`src/rtl/i2s_playback_tx.sv`:
```
`timescale 1ns/1ps
`default_nettype none
// ============================================================================
// Module      : i2s_playback_tx
// Description : Serialises one stereo pair of signed samples per 256-mclk
//               frame into I2S playback signals (bclk, pblrc, pbdat) and
//               pulses sample_ack while the pair is being captured.
// Revision    : 1.0 - initial release
// ============================================================================
module i2s_playback_tx #(
  parameter int SAMPLE_BITS   = 16,
  parameter int MCLK_PER_BCLK = 4,
  parameter int SLOT_BITS     = 32
) (
  input  logic                          mclk,
  input  logic                          rst,
  input  logic                          en,
  input  logic signed [SAMPLE_BITS-1:0] sample_l,
  input  logic signed [SAMPLE_BITS-1:0] sample_r,
  output logic                          sample_ack,
  output logic                          bclk,
  output logic                          pblrc,
  output logic                          pbdat
);

  // Frame counter splits into {bit index, mclk phase within the bit}.
  localparam int DIV_W = $clog2(MCLK_PER_BCLK);
  localparam int BIT_W = $clog2(2 * SLOT_BITS);
  localparam int CNT_W = DIV_W + BIT_W;
  localparam logic [CNT_W-1:0] CNT_MAX = '1;

  typedef enum logic [0:0] {
    IDLE = 1'b0,
    RUN  = 1'b1
  } state_t;

  state_t                 state_q, state_d;
  logic [CNT_W-1:0]       cnt_q, cnt_d;
  logic [SAMPLE_BITS-1:0] shift_l_q, shift_l_d;
  logic [SAMPLE_BITS-1:0] shift_r_q, shift_r_d;
  logic                   sample_ack_q, sample_ack_d;
  logic                   bclk_q, bclk_d;
  logic                   pblrc_q, pblrc_d;
  logic                   pbdat_q, pbdat_d;
  int                     bit_idx;
  logic                   bit_edge;

  // Next-state, capture and output decode; outputs are decoded from the
  // next count so the registered value lines up with the current count.
  always_comb begin
    state_d      = state_q;
    cnt_d        = cnt_q;
    shift_l_d    = shift_l_q;
    shift_r_d    = shift_r_q;
    sample_ack_d = 1'b0;
    bclk_d       = 1'b0;
    pblrc_d      = 1'b0;
    pbdat_d      = 1'b0;

    case (state_q)
      IDLE: begin
        cnt_d = '0;
        if (en) state_d = RUN;
      end
      RUN: begin
        if (cnt_q == CNT_MAX) begin
          cnt_d = '0;
          if (!en) state_d = IDLE;
        end else begin
          cnt_d = cnt_q + 1'b1;
        end
      end
    endcase

    // Samples are latched on the edge that leaves count 0.
    if (state_q == RUN && cnt_q == '0) begin
      shift_l_d = sample_l;
      shift_r_d = sample_r;
    end

    bit_idx  = int'(cnt_d[CNT_W-1:DIV_W]);
    bit_edge = (cnt_d[DIV_W-1:0] == '0);

    if (state_d == RUN) begin
      sample_ack_d = (cnt_d == '0);
      bclk_d       = cnt_d[DIV_W-1];
      pblrc_d      = cnt_d[CNT_W-1];
      pbdat_d      = pbdat_q;
      // Data moves only on bclk falling edges; bit 0 of each slot is the
      // one-bclk I2S delay, and unused slot bits are padded with zero.
      if (bit_edge) begin
        pbdat_d = 1'b0;
        if (bit_idx >= 1 && bit_idx <= SAMPLE_BITS) begin
          pbdat_d   = shift_l_q[SAMPLE_BITS-1];
          shift_l_d = {shift_l_q[SAMPLE_BITS-2:0], 1'b0};
        end else if (bit_idx >= SLOT_BITS + 1 && bit_idx <= SLOT_BITS + SAMPLE_BITS) begin
          pbdat_d   = shift_r_q[SAMPLE_BITS-1];
          shift_r_d = {shift_r_q[SAMPLE_BITS-2:0], 1'b0};
        end
      end
    end
  end

  // State, counter, shift registers and registered outputs.
  always_ff @(posedge mclk or posedge rst) begin
    if (rst) begin
      state_q      <= IDLE;
      cnt_q        <= '0;
      shift_l_q    <= '0;
      shift_r_q    <= '0;
      sample_ack_q <= 1'b0;
      bclk_q       <= 1'b0;
      pblrc_q      <= 1'b0;
      pbdat_q      <= 1'b0;
    end else begin
      state_q      <= state_d;
      cnt_q        <= cnt_d;
      shift_l_q    <= shift_l_d;
      shift_r_q    <= shift_r_d;
      sample_ack_q <= sample_ack_d;
      bclk_q       <= bclk_d;
      pblrc_q      <= pblrc_d;
      pbdat_q      <= pbdat_d;
    end
  end

  assign sample_ack = sample_ack_q;
  assign bclk       = bclk_q;
  assign pblrc      = pblrc_q;
  assign pbdat      = pbdat_q;

endmodule
`default_nettype wire

```
`config.mk`:
```
export PLATFORM = sky130hd
export DESIGN_NAME = i2s_playback_tx
export DESIGN_NICKNAME = d
export VERILOG_FILES = /design/src/rtl/i2s_playback_tx.sv
export SDC_FILE = /design/constraint.sdc
export NUM_CORES = 1
export LEC_CHECK = 0
export BUFFER_PORTS_ARGS = -buffer_cell sky130_fd_sc_hd__buf_4
export CORE_ASPECT_RATIO = 0.8
export CORE_MARGIN = 2
export CORE_UTILIZATION = 30
export CTS_CLUSTER_DIAMETER = 50
export DETAILED_ROUTE_END_ITERATION = 12
export GPL_TIMING_DRIVEN = 0
export HOLD_SLACK_MARGIN = 0.15
export PLACE_DENSITY = 0.51
export SYNTH_ARGS = -nofsm -noshare
export SYNTH_HDL_FRONTEND = slang
export SYNTH_SLANG_ARGS = --single-unit
```
`constraint.sdc`:
```
create_clock -name mclk -period 5.3 [get_ports mclk]
set_input_delay 0.795 -clock mclk [delete_from_list [all_inputs] [get_ports mclk]]
set_output_delay 0.795 -clock mclk [all_outputs]
set_load 0.02 [all_outputs]
```
==> results of run 1 <==
synthesized netlist by cell type (all sizes together):
library cell / number
a21boi: 1
a21oi: 1
and2: 4
and3: 1
buf: 4
clkbuf: 3
dfrtp: 45
ha: 2
inv: 5
mux2: 61
mux2i: 2
nand2: 7
nand2b: 1
nand3: 2
nand3b: 1
nand4: 3
nor2: 10
nor3: 6
nor4: 1
o21a: 2
o21ai: 2
o22ai: 1
o31a: 1
or3: 2
xnor2: 1
xor2: 4
worst paths after layout:
| check | start | to | slack, ps |
|---|---|---|---|
| worst max-delay path | cnt_q[0] | shift_r_q[11] | 2690 |
| worst min-delay path | shift_r_q[12] | shift_r_q[13] | 490 |
| worst min register to register | shift_r_q[12] | shift_r_q[13] | 490 |
| worst max register to register | cnt_q[0] | shift_r_q[11] | 2690 |
| min in group asynchronous | rst | cnt_q[6] | 510 |
| max in group asynchronous | rst | shift_l_q[12] | 4290 |
layout make-up:
class	count	area [µm²]	share of cell area, %
flip-flops and latches	45	1130	39.5
clock buffers	5	68.8	2.41
inverters	5	18.8	0.658
well taps	105	131	4.61
clock inverters	3	65.1	2.28
plain buffers	7	52.6	1.84
multi-input cells	116	1080	38.0
repair buffers	39	305	10.7
per-layer routing:
layer,share of wire [%],vias up
met5,0,-
met4,1.8,0
met3,6.7,8
met2,42,33
met1,49,679
li1,-,701
worst register-to-register path, stage by stage, from the launching register on:
cell	delay, ps
sky130_fd_sc_hd__dfrtp_1	420
sky130_fd_sc_hd__ha_1	310
sky130_fd_sc_hd__nand3_2	150
sky130_fd_sc_hd__or3_4	360
sky130_fd_sc_hd__a21boi_4	210
sky130_fd_sc_hd__xor2_2	210
sky130_fd_sc_hd__and3_1	190
sky130_fd_sc_hd__buf_4	170
sky130_fd_sc_hd__buf_8	150
sky130_fd_sc_hd__mux2_1	320
through the flow:
stage | cells | total power (µW)
after CTS | 325 | 716
after detailed placement | 317 | 407
after global placement | 316 | 404
after global routing | 325 | 741
after floorplan | 173 | 380
final | 325 | 703
cells by family after synthesis:
family / after synthesis / synth area share [%]
mux: 63 / 32.5
buf+inv: 12 / 3.13
fa+ha+maj: 2 / 1.10
xor+xnor: 5 / 2.25
flops: 45 / 49.4
simple gates: 38 / 8.84
compound gates: 8 / 2.80
sequential cells by signal, summed over array words and instances, names as in the netlist:
register and count:
sample_ack 1, bclk 1, shift_r_q 16, pblrc 1
cnt_q 8, shift_l_q 16, state_q 1, pbdat 1
report_power, final:
group | internal, µW | switching, µW
logic | 28.7 | 14.6
registers | 351 | 3.91
clock network | 187 | 118
total | 567 | 136
==> metrics.txt, run 1 <==
# TYPE chip_impl_metric gauge
chip_impl_metric{name="starting_density",unit="%"} 30.8
chip_impl_metric{name="worstHoldPathCells",unit=""} 1
chip_impl_metric{name="postPlaceCellArea",unit="µm²"} 2720
chip_impl_metric{name="worstSkewPairLatency",unit="ps"} 290
chip_impl_metric{name="cts_buffers",unit=""} 5
chip_impl_metric{name="worstPathMaxFanout",unit=""} 10
chip_impl_metric{name="cts.sink_count",unit=""} 45
chip_impl_info{name="tritoncts_clock_tree",value="done"} 1
chip_impl_metric{name="route.vias.total",unit=""} 1421
chip_impl_metric{name="timing.slew.headroom",unit="%"} 54.1
chip_impl_metric{name="route.final.wire_length",unit="mm"} 4.13
chip_impl_metric{name="grt_pass1_vias",unit=""} 1458
chip_impl_metric{name="vdd.ir_drop.worst",unit="V"} 0.000102
chip_impl_metric{name="ys_seq_elements",unit=""} 45
chip_impl_metric{name="cts.repair.resized",unit=""} 0
chip_impl_metric{name="synthesis.yosys.warnings",unit=""} 0
chip_impl_metric{name="row_count",unit=""} 28
chip_impl_metric{name="die_h",unit="µm"} 82.0
chip_impl_metric{name="period_utilization",unit="%"} 49.2
chip_impl_info{name="run_status",value="completed"} 1
chip_impl_metric{name="mappedNetlistArea",unit="µm²"} 2280
chip_impl_metric{name="fin_hold_ws",unit="ps"} 492
chip_impl_metric{name="gr-usage-met2",unit="%"} 15.8
chip_impl_info{name="timing.critical_path.cells",value="ha_1 > nand3_2 > or3_4 > a21boi_4 > xor2_2 > and3_1 > buf_4 > buf_8 > mux2_1"} 1
chip_impl_metric{name="antenna_cells_inserted",unit=""} 0
chip_impl_metric{name="rr_worst_depth",unit=""} 9
chip_impl_metric{name="detailed_place_hpwl",unit="mm"} 3.03
chip_impl_metric{name="syn_area_per_cell",unit="µm²"} 13.2
chip_impl_metric{name="drc",unit=""} 0
chip_impl_metric{name="timing.final.setup_violations",unit=""} 0
chip_impl_metric{name="hold_viol",unit=""} 0
chip_impl_info{name="layout.cells.most_common_list",value="sky130_fd_sc_hd__dfrtp_1, sky130_fd_sc_hd__mux2_2, sky130_fd_sc_hd__buf_4"} 1
chip_impl_metric{name="postRouteAntennaNets",unit=""} 0
chip_impl_metric{name="overall_die_area",unit="µm²"} 8320
chip_impl_metric{name="cp_num_cells",unit=""} 9
chip_impl_metric{name="largest_net_degree_at_the_start_of_global_routing",unit=""} 27
chip_impl_metric{name="synthDominantCellAreaShare",unit="%"} 49.4
chip_impl_metric{name="max-cap-violations",unit=""} 0
chip_impl_metric{name="design.core.area",unit="µm²"} 7390
chip_impl_metric{name="leakage",unit="µW"} 0.00135
chip_impl_info{name="global_route.peak_usage_layer",value="met2"} 1
chip_impl_metric{name="boundaryPins",unit=""} 39
chip_impl_metric{name="fillerInstances",unit=""} 720
chip_impl_metric{name="critical_path_arrival",unit="ps"} 2790
chip_impl_metric{name="cts_setup_buffers",unit=""} 0
chip_impl_metric{name="area_delta_synth_final",unit="%"} 25.0
chip_impl_metric{name="finish.net_count",unit=""} 256
chip_impl_metric{name="global_route.overflow_total",unit=""} 0
chip_impl_metric{name="ys_seq_area_share",unit="%"} 49.4
chip_impl_metric{name="crit_path_required_time",unit="ps"} 5480
chip_impl_metric{name="buffer_ports.inserted",unit=""} 38
chip_impl_metric{name="use_met1",unit="%"} 15.3
chip_impl_metric{name="cp_slowest_stage_delay",unit="ps"} 420
chip_impl_metric{name="grt_util_all_layers",unit="%"} 11.1
chip_impl_info{name="cts_root_buffer",value="sky130_fd_sc_hd__clkbuf_8"} 1
chip_impl_metric{name="initial_antenna_violation_count",unit=""} 0
chip_impl_metric{name="ys_types",unit=""} 35
chip_impl_metric{name="maxClockFrequency",unit="GHz"} 0.384
chip_impl_info{name="yosys-top-cells-area",value="sky130_fd_sc_hd__dfrtp_1, sky130_fd_sc_hd__mux2_2, sky130_fd_sc_hd__mux2_4, sky130_fd_sc_hd__mux2_1, sky130_fd_sc_hd__nor2_1"} 1
chip_impl_metric{name="critPathBufInv",unit=""} 2
chip_impl_metric{name="holdBufCountCts",unit=""} 0
chip_impl_metric{name="grt_first_pass_wirelength",unit="mm"} 7.02
chip_impl_metric{name="gp_congestion",unit=""} 0.830
chip_impl_info{name="final_common_cell",value="sky130_fd_sc_hd__dfrtp_1"} 1
chip_impl_metric{name="clk_skew",unit="ps"} 4.33
chip_impl_info{name="path_delay_family",value="simple AND/OR/NAND/NOR gates"} 1
chip_impl_metric{name="power_per_cell_area",unit="nW/µm²"} 247
chip_impl_metric{name="initialDrtViolationCount",unit=""} 36
chip_impl_metric{name="clock_path_buffers",unit=""} 2
chip_impl_metric{name="setup_slack_at_placement",unit="ps"} 2690
chip_impl_info{name="hold_class",value="reg -> reg"} 1
chip_impl_metric{name="via_per_inst",unit=""} 4.37
chip_impl_metric{name="number_of_iterations_in_the_first_detailed_routing_pass",unit=""} 4
chip_impl_info{name="start_kind",value="flip-flop"} 1
chip_impl_info{name="synth_top_area_cell",value="sky130_fd_sc_hd__dfrtp_1"} 1
chip_impl_metric{name="h_tree_depth_reported_by_cts",unit=""} 2
chip_impl_metric{name="syn-num-nets",unit=""} 210
chip_impl_metric{name="final_core_utilization",unit="%"} 38.6
chip_impl_metric{name="worst_slew_pin_slew",unit="ps"} 684
chip_impl_metric{name="wire_per_inst",unit="µm"} 12.7
chip_impl_metric{name="max_slew_violation_count",unit=""} 0
chip_impl_metric{name="design_area",unit="µm²"} 2850
chip_impl_metric{name="syn_inst",unit=""} 173
chip_impl_metric{name="final_layout_size_suffix_gt1_share",unit="%"} 50.0
chip_impl_metric{name="use_met3",unit="%"} 3.91
chip_impl_metric{name="chipWidth",unit="µm"} 101
chip_impl_metric{name="cts.reportedPaths.clkPinSlew",unit="ps"} 80
chip_impl_info{name="worst-setup-path-type",value="reg -> reg"} 1
chip_impl_info{name="worst_setup_path_end_kind",value="flip-flop"} 1
chip_impl_metric{name="timing.final.crit_period",unit="ps"} 2610
chip_impl_info{name="crit_slowest_cell",value="sky130_fd_sc_hd__dfrtp_1"} 1
chip_impl_metric{name="post_route_setup_slack",unit="ps"} 2690
chip_impl_info{name="rsz0062_at_grt",value="no"} 1
chip_impl_metric{name="setup_total_negative_slack",unit="ps"} 0
No activity file was read; power rests on OpenSTA's default activity.
==> run 2: changes to the inputs <==
clock period = 2.4 ns   (was 5.3 ns; I/O delays follow)
==> run 2 against run 1 <==
Against the previous run:
- global-route usage grew 0.16 points
- die area is the same
- sequential share of layout area shrank 1.7 points
- combinational power grew 120%
- core utilization grew 1.8 points
- worst hold slack lost 220 ps
- non-clock buffer count grew 7
- critical endpoint unchanged
- largest power group unchanged
==> metrics.txt, run 2 (synthesis results as in run 1) <==
# TYPE chip_impl_metric gauge
chip_impl_info{name="run_status",value="completed"} 1
chip_impl_metric{name="grt_first_pass_wirelength",unit="mm"} 7.14
chip_impl_metric{name="power_per_cell_area",unit="nW/µm²"} 523
chip_impl_metric{name="area_delta_synth_final",unit="%"} 30.7
chip_impl_metric{name="finish.net_count",unit=""} 263
chip_impl_info{name="layout.cells.most_common_list",value="sky130_fd_sc_hd__buf_4, sky130_fd_sc_hd__dfrtp_1, sky130_fd_sc_hd__mux2_2"} 1
chip_impl_metric{name="timing.final.setup_violations",unit=""} 0
chip_impl_metric{name="cts_buffers",unit=""} 5
chip_impl_metric{name="cts.sink_count",unit=""} 45
chip_impl_metric{name="final_core_utilization",unit="%"} 40.3
chip_impl_metric{name="leakage",unit="µW"} 0.00139
chip_impl_metric{name="starting_density",unit="%"} 30.8
chip_impl_info{name="cts_root_buffer",value="sky130_fd_sc_hd__clkbuf_8"} 1
chip_impl_metric{name="setup_slack_at_placement",unit="ps"} -205
chip_impl_metric{name="wire_per_inst",unit="µm"} 12.9
chip_impl_info{name="worst-setup-path-type",value="reg -> reg"} 1
chip_impl_metric{name="initial_antenna_violation_count",unit=""} 0
chip_impl_metric{name="fin_hold_ws",unit="ps"} 270
chip_impl_metric{name="timing.slew.headroom",unit="%"} 68.2
chip_impl_metric{name="design_area",unit="µm²"} 2980
chip_impl_metric{name="overall_die_area",unit="µm²"} 8320
chip_impl_metric{name="vdd.ir_drop.worst",unit="V"} 0.000231
chip_impl_metric{name="grt_util_all_layers",unit="%"} 11.2
chip_impl_metric{name="cts.reportedPaths.clkPinSlew",unit="ps"} 80
chip_impl_metric{name="design.core.area",unit="µm²"} 7390
chip_impl_metric{name="post_route_setup_slack",unit="ps"} 85.5
chip_impl_metric{name="antenna_cells_inserted",unit=""} 0
chip_impl_metric{name="timing.final.crit_period",unit="ps"} 2310
chip_impl_metric{name="postRouteAntennaNets",unit=""} 0
chip_impl_metric{name="buffer_ports.inserted",unit=""} 38
chip_impl_metric{name="postPlaceCellArea",unit="µm²"} 2720
chip_impl_metric{name="drc",unit=""} 0
chip_impl_metric{name="period_utilization",unit="%"} 96.4
chip_impl_metric{name="via_per_inst",unit=""} 4.39
chip_impl_metric{name="chipWidth",unit="µm"} 101
chip_impl_metric{name="detailed_place_hpwl",unit="mm"} 3.03
chip_impl_metric{name="setup_total_negative_slack",unit="ps"} 0
chip_impl_metric{name="initialDrtViolationCount",unit=""} 34
chip_impl_metric{name="maxClockFrequency",unit="GHz"} 0.432
chip_impl_metric{name="largest_net_degree_at_the_start_of_global_routing",unit=""} 27
chip_impl_metric{name="grt_pass1_vias",unit=""} 1494
chip_impl_metric{name="worstPathMaxFanout",unit=""} 10
chip_impl_metric{name="number_of_iterations_in_the_first_detailed_routing_pass",unit=""} 4
chip_impl_metric{name="max_slew_violation_count",unit=""} 0
chip_impl_metric{name="gp_congestion",unit=""} 0.830
chip_impl_info{name="tritoncts_clock_tree",value="done"} 1
chip_impl_metric{name="clk_skew",unit="ps"} 8.61
chip_impl_metric{name="critical_path_arrival",unit="ps"} 2500
chip_impl_metric{name="row_count",unit=""} 28
chip_impl_metric{name="crit_path_required_time",unit="ps"} 2580
chip_impl_metric{name="boundaryPins",unit=""} 39
chip_impl_metric{name="hold_viol",unit=""} 0
chip_impl_metric{name="route.final.wire_length",unit="mm"} 4.27
chip_impl_metric{name="max-cap-violations",unit=""} 0
chip_impl_metric{name="global_route.overflow_total",unit=""} 0
chip_impl_metric{name="clock_path_buffers",unit=""} 2
chip_impl_info{name="reg.largest.list",value="shift_l_q x16, shift_r_q x16, cnt_q x8"} 1
chip_impl_metric{name="final_layout_size_suffix_gt1_share",unit="%"} 54.2
chip_impl_metric{name="r2r_setup_slack",unit="ps"} 90
chip_impl_metric{name="h_tree_depth_reported_by_cts",unit=""} 2
chip_impl_info{name="hold_class",value="in -> reg"} 1
chip_impl_info{name="start_kind",value="flip-flop"} 1
chip_impl_info{name="worst_setup_path_end_kind",value="flip-flop"} 1
chip_impl_metric{name="die_h",unit="µm"} 82.0
chip_impl_metric{name="worst_slew_pin_slew",unit="ps"} 477
chip_impl_metric{name="route.vias.total",unit=""} 1459
chip_impl_metric{name="worstSkewPairLatency",unit="ps"} 300
## run 2: cell types whose count changed in the layout (fill, tap and decap cells not counted), moves of 2 or more
cell                       previous run  this run
sky130_fd_sc_hd__clkbuf_1             3         0
sky130_fd_sc_hd__buf_12               1         3
sky130_fd_sc_hd__clkbuf_2             0         3
sky130_fd_sc_hd__buf_4               40        45
## run 2: metal layers
layer	wire, µm	track usage [%]	vias to the layer above
li1	-	-	716
met1	2110	15.3	702
met2	1810	16.3	34
met3	279	3.91	7
met4	66	4.73	0
met5	0	0	-
## run 2: power by group
part	leakage, µW	switching [µW]	internal (µW)	total, µW
sequential	0.000561	8.77	775	784
clock	0.0000681	263	414	677
combinational	0.000766	32.6	64.4	97.0
## run 2: timing repair
action | CTS | global route
setup buffers | 3 | 4
endpoints found under the hold margin | 19 | 0
pin swaps | 3 | 3
gates resized for setup | 4 | 12
endpoints found under the setup margin | 25 | 27
hold buffers | 1 | 0
## run 2: metrics by stage
step / power, µW / std cells
final: 1560 / 332
after global routing: 1640 / 332
after CTS: 1580 / 329
after detailed placement: 898 / 317
after global placement: 893 / 316
after floorplan: 839 / 173
## run 2: layout make-up
class                           count  area, µm²
Clock inverter                      3       65.1
Sequential cell                    45       1130
Fill cell                         707       4410
Clock buffer                        5       68.8
Buffer                              6       53.8
Tap cell                          105        131
Multi-Input combinational cell    116       1140
Timing Repair Buffer               47        380
Inverter                            5       18.8
## run 2: final timing paths
check / cells after the start / start / endpoint
min in group asynchronous: 3 / rst / cnt_q[6]
max in group asynchronous: 4 / rst / shift_r_q[4]
max reg2reg: 8 / cnt_q[1] / shift_r_q[11]
min reg2reg: 1 / shift_r_q[12] / shift_r_q[13]
min: 2 / en / state_q
max: 8 / cnt_q[1] / shift_r_q[11]
## run 2: worst max-delay path, cell delays in order (launching register included)
cell and delay (ps):
sky130_fd_sc_hd__dfrtp_1 420, sky130_fd_sc_hd__ha_4 190, sky130_fd_sc_hd__nand3_4 80, sky130_fd_sc_hd__or3_4 350, sky130_fd_sc_hd__a21boi_4 230, sky130_fd_sc_hd__xor2_4 220, sky130_fd_sc_hd__and3_4 260, sky130_fd_sc_hd__buf_12 140
sky130_fd_sc_hd__mux2_1 320
==> run 3: changes to the inputs <==
ABC_AREA = 1   (was not set)
PLACE_DENSITY = 0.5   (was 0.51)
==> run 3 against run 2 <==
Against the previous run:
- register-to-register slack gained 390 ps
- non-clock buffer count down 1
- first-iteration DRC count rose to 2.6 times the previous value
- sequential cell count did not move
- worst hold slack improved by 73 ps
- count of clock-buffer cells in the layout did not move
- synthesized cell count up 84%
==> metrics.txt, run 3 <==
# TYPE chip_impl_metric gauge
chip_impl_metric{name="async_reset_ff_share",unit="%"} 100
chip_impl_metric{name="cts_buffers",unit=""} 5
chip_impl_metric{name="synthDominantCellAreaShare",unit="%"} 42.6
chip_impl_metric{name="starting_density",unit="%"} 31.0
chip_impl_metric{name="postRouteAntennaNets",unit=""} 0
chip_impl_info{name="rsz0062_at_grt",value="no"} 1
chip_impl_info{name="hold_class",value="in -> reg"} 1
chip_impl_metric{name="fin_hold_ws",unit="ps"} 343
chip_impl_metric{name="finish.net_count",unit=""} 402
chip_impl_info{name="crit_slowest_cell",value="sky130_fd_sc_hd__dfrtp_1"} 1
chip_impl_metric{name="worstSkewPairLatency",unit="ps"} 300
chip_impl_metric{name="period_utilization",unit="%"} 80.2
chip_impl_metric{name="chipWidth",unit="µm"} 109
chip_impl_info{name="highest-signal-layer",value="met4"} 1
chip_impl_metric{name="worst_slew_pin_slew",unit="ps"} 474
chip_impl_metric{name="syn_inst",unit=""} 318
chip_impl_metric{name="gp_congestion",unit=""} 0.810
chip_impl_metric{name="setup_total_negative_slack",unit="ps"} 0
chip_impl_metric{name="critical_path_arrival",unit="ps"} 2110
chip_impl_metric{name="timing.final.crit_period",unit="ps"} 1920
chip_impl_metric{name="number_of_iterations_in_the_first_detailed_routing_pass",unit=""} 4
chip_impl_metric{name="cts.sink_count",unit=""} 45
chip_impl_metric{name="clk_skew",unit="ps"} 8.54
chip_impl_info{name="start_kind",value="flip-flop"} 1
chip_impl_info{name="yosys.cell_count.top_type",value="sky130_fd_sc_hd__inv_1"} 1
chip_impl_metric{name="detailed_place_hpwl",unit="mm"} 3.79
chip_impl_metric{name="design.core.area",unit="µm²"} 8520
chip_impl_metric{name="power_per_cell_area",unit="nW/µm²"} 429
chip_impl_metric{name="final_layout_size_suffix_gt1_share",unit="%"} 37.6
chip_impl_metric{name="fillerInstances",unit=""} 889
chip_impl_metric{name="synthesis.yosys.warnings",unit=""} 0
chip_impl_info{name="yosys-top-cells-area",value="sky130_fd_sc_hd__dfrtp_1, sky130_fd_sc_hd__inv_1, sky130_fd_sc_hd__o21ai_2, sky130_fd_sc_hd__nand2_2, sky130_fd_sc_hd__nand2_1"} 1
chip_impl_metric{name="cts.reportedPaths.clkPinSlew",unit="ps"} 90
chip_impl_metric{name="wl_met2",unit="mm"} 2.24
chip_impl_metric{name="cts.repair.resized",unit=""} 0
chip_impl_metric{name="ys_types",unit=""} 24
chip_impl_metric{name="vdd.ir_drop.worst",unit="V"} 0.000184
chip_impl_metric{name="overall_die_area",unit="µm²"} 9590
chip_impl_metric{name="global_route.overflow_total",unit=""} 0
chip_impl_metric{name="cell_count_after_placement",unit=""} 469
chip_impl_metric{name="grt_first_pass_wirelength",unit="mm"} 9.16
chip_impl_metric{name="die_h",unit="µm"} 88.0
chip_impl_metric{name="h_tree_depth_reported_by_cts",unit=""} 2
chip_impl_metric{name="worstPathMaxFanout",unit=""} 10
chip_impl_metric{name="edff_count_synth",unit=""} 0
chip_impl_info{name="synth.top_cells.by_count",value="sky130_fd_sc_hd__inv_1, sky130_fd_sc_hd__dfrtp_1, sky130_fd_sc_hd__nand2_1"} 1
chip_impl_metric{name="via_per_inst",unit=""} 4.15
chip_impl_metric{name="row_count",unit=""} 30
chip_impl_info{name="cts_root_buffer",value="sky130_fd_sc_hd__clkbuf_8"} 1
chip_impl_metric{name="ys_seq_elements",unit=""} 45
chip_impl_metric{name="route.final.wire_length",unit="mm"} 5.33
chip_impl_metric{name="maxClockFrequency",unit="GHz"} 0.519
chip_impl_metric{name="grt_util_all_layers",unit="%"} 12.3
chip_impl_metric{name="initialDrtViolationCount",unit=""} 88
chip_impl_metric{name="wire_per_inst",unit="µm"} 11.2
chip_impl_metric{name="ys_seq_area_share",unit="%"} 42.6
chip_impl_metric{name="buffer_ports.inserted",unit=""} 38
chip_impl_metric{name="max-cap-violations",unit=""} 0
chip_impl_info{name="worst_setup_path_end_kind",value="flip-flop"} 1
chip_impl_metric{name="final_cells",unit=""} 476
chip_impl_metric{name="hold_viol",unit=""} 0
chip_impl_metric{name="route.vias.total",unit=""} 1976
chip_impl_info{name="final_common_cell",value="sky130_fd_sc_hd__inv_1"} 1
chip_impl_metric{name="cp_slowest_stage_delay",unit="ps"} 430
chip_impl_info{name="synth_top_area_cell",value="sky130_fd_sc_hd__dfrtp_1"} 1
chip_impl_metric{name="grt_pass1_vias",unit=""} 1914
chip_impl_metric{name="antenna_cells_inserted",unit=""} 0
chip_impl_info{name="run_status",value="completed"} 1
chip_impl_metric{name="mappedNetlistArea",unit="µm²"} 2650
chip_impl_info{name="tritoncts_clock_tree",value="done"} 1
chip_impl_metric{name="drc",unit=""} 0
chip_impl_metric{name="initial_antenna_violation_count",unit=""} 0
chip_impl_info{name="synth_top_flop_cell",value="sky130_fd_sc_hd__dfrtp_1"} 1
chip_impl_metric{name="clock_path_buffers",unit=""} 2
chip_impl_info{name="layout.cells.most_common_list",value="sky130_fd_sc_hd__inv_1, sky130_fd_sc_hd__nand2_1, sky130_fd_sc_hd__dfrtp_1"} 1
chip_impl_metric{name="timing.slew.headroom",unit="%"} 68.4
chip_impl_metric{name="timing.final.setup_violations",unit=""} 0
chip_impl_metric{name="boundaryPins",unit=""} 39
chip_impl_info{name="worst-setup-path-type",value="reg -> reg"} 1
chip_impl_metric{name="wl_met3",unit="µm"} 205
chip_impl_metric{name="syn-num-nets",unit=""} 355
chip_impl_metric{name="largest_net_degree_at_the_start_of_global_routing",unit=""} 40
chip_impl_info{name="path_delay_family",value="simple AND/OR/NAND/NOR gates"} 1
chip_impl_metric{name="syn_area_per_cell",unit="µm²"} 8.32
chip_impl_metric{name="area_delta_synth_final",unit="%"} 20.0
chip_impl_info{name="reg.largest.list",value="shift_l_q x16, shift_r_q x16, cnt_q x8"} 1
chip_impl_info{name="timing.critical_path.cells",value="nor4_1 > nand4_1 > clkbuf_1 > nand2_1 > o21ai_0 > nand2_2 > o21ai_2"} 1
chip_impl_metric{name="met1_length",unit="mm"} 2.83
chip_impl_metric{name="critPathBufInv",unit=""} 1
chip_impl_metric{name="leakage",unit="µW"} 0.00164
chip_impl_metric{name="max_slew_violation_count",unit=""} 0
chip_impl_metric{name="crit_path_required_time",unit="ps"} 2590
## run 3: cell types whose count changed in the layout (fill, tap and decap cells not counted), sizes merged, moves of 5 or more
cell   change
inv       +75
o21ai     +63
nand3      +6
mux2      -61
nor2       +5
nand2     +73
## run 3: layout make-up
class	count	area [µm²]	area share (%)
clock inverters	1	5.00	0.158
well taps	112	140	4.41
multi-input cells	181	1130	35.5
inverters	80	303	9.54
clock buffers	5	68.8	2.17
flip-flops and latches	45	1130	35.5
repair buffers	40	315	9.93
plain buffers	12	90.1	2.84
## run 3: report_power, final
group	internal (µW)	switching, µW	total, µW	leakage [µW]
logic	67.3	58.8	126	0.00104
clock network	192	258	450	0.0000399
registers	775	9.46	785	0.000561
## run 3: per-layer routing
| metal | vias up | global-route usage, % |
|---|---|---|
| li1 | 1052 | - |
| met1 | 885 | 18.4 |
| met2 | 31 | 18.0 |
| met3 | 8 | 2.68 |
| met4 | 0 | 3.15 |
| met5 | - | 0 |
## run 3: kinds of logic after synthesis
| family | count (synthesis) | synth area share (%) |
|---|---|---|
| adders and majority gates | 2 | 0.946 |
| buffers and inverters | 92 | 14.9 |
| DFF | 45 | 42.6 |
| xor gates and xnor gates | 1 | 0.331 |
| AOI/OAI and AO/OA | 68 | 17.8 |
| and+or+nand+nor | 110 | 23.5 |
## run 3: worst reg2reg max path, cell delays in order (launching register included)
cell and delay [ps]:
sky130_fd_sc_hd__dfrtp_1 430, sky130_fd_sc_hd__nor4_1 280, sky130_fd_sc_hd__nand4_1 390, sky130_fd_sc_hd__clkbuf_1 370, sky130_fd_sc_hd__nand2_1 120, sky130_fd_sc_hd__o21ai_0 100
sky130_fd_sc_hd__nand2_2 90, sky130_fd_sc_hd__o21ai_2 50
## run 3: stage by stage
step           total power [µW]  util [%]  setup WS [ps]  cell area (µm²)
3_5_place_dp                928      36.3            423             3090
2_1_floorplan               865         -            709             2650
3_3_place_gp                924      36.0            175             3070
4_1_cts                    1390      37.3            411             3170
6_report                   1360      37.3            475             3170
5_1_grt                    1430      37.3            225             3170
## run 3: worst paths after layout
kind / from / endpoint / slack, ps / cells after the start
min in group asynchronous: rst / shift_l_q[0] / 510 / 3
min: en / state_q / 340 / 3
max in group asynchronous: rst / shift_r_q[12] / 1440 / 4
min reg2reg: shift_r_q[3] / shift_r_q[4] / 530 / 2
max reg2reg: cnt_q[4] / shift_l_q[14] / 480 / 7
max: cnt_q[4] / shift_l_q[14] / 480 / 7
## run 3: repair_timing
item                                   CTS  global route
endpoints found under the hold margin    6             0
hold buffers                             1             0
setup buffers                            0             0
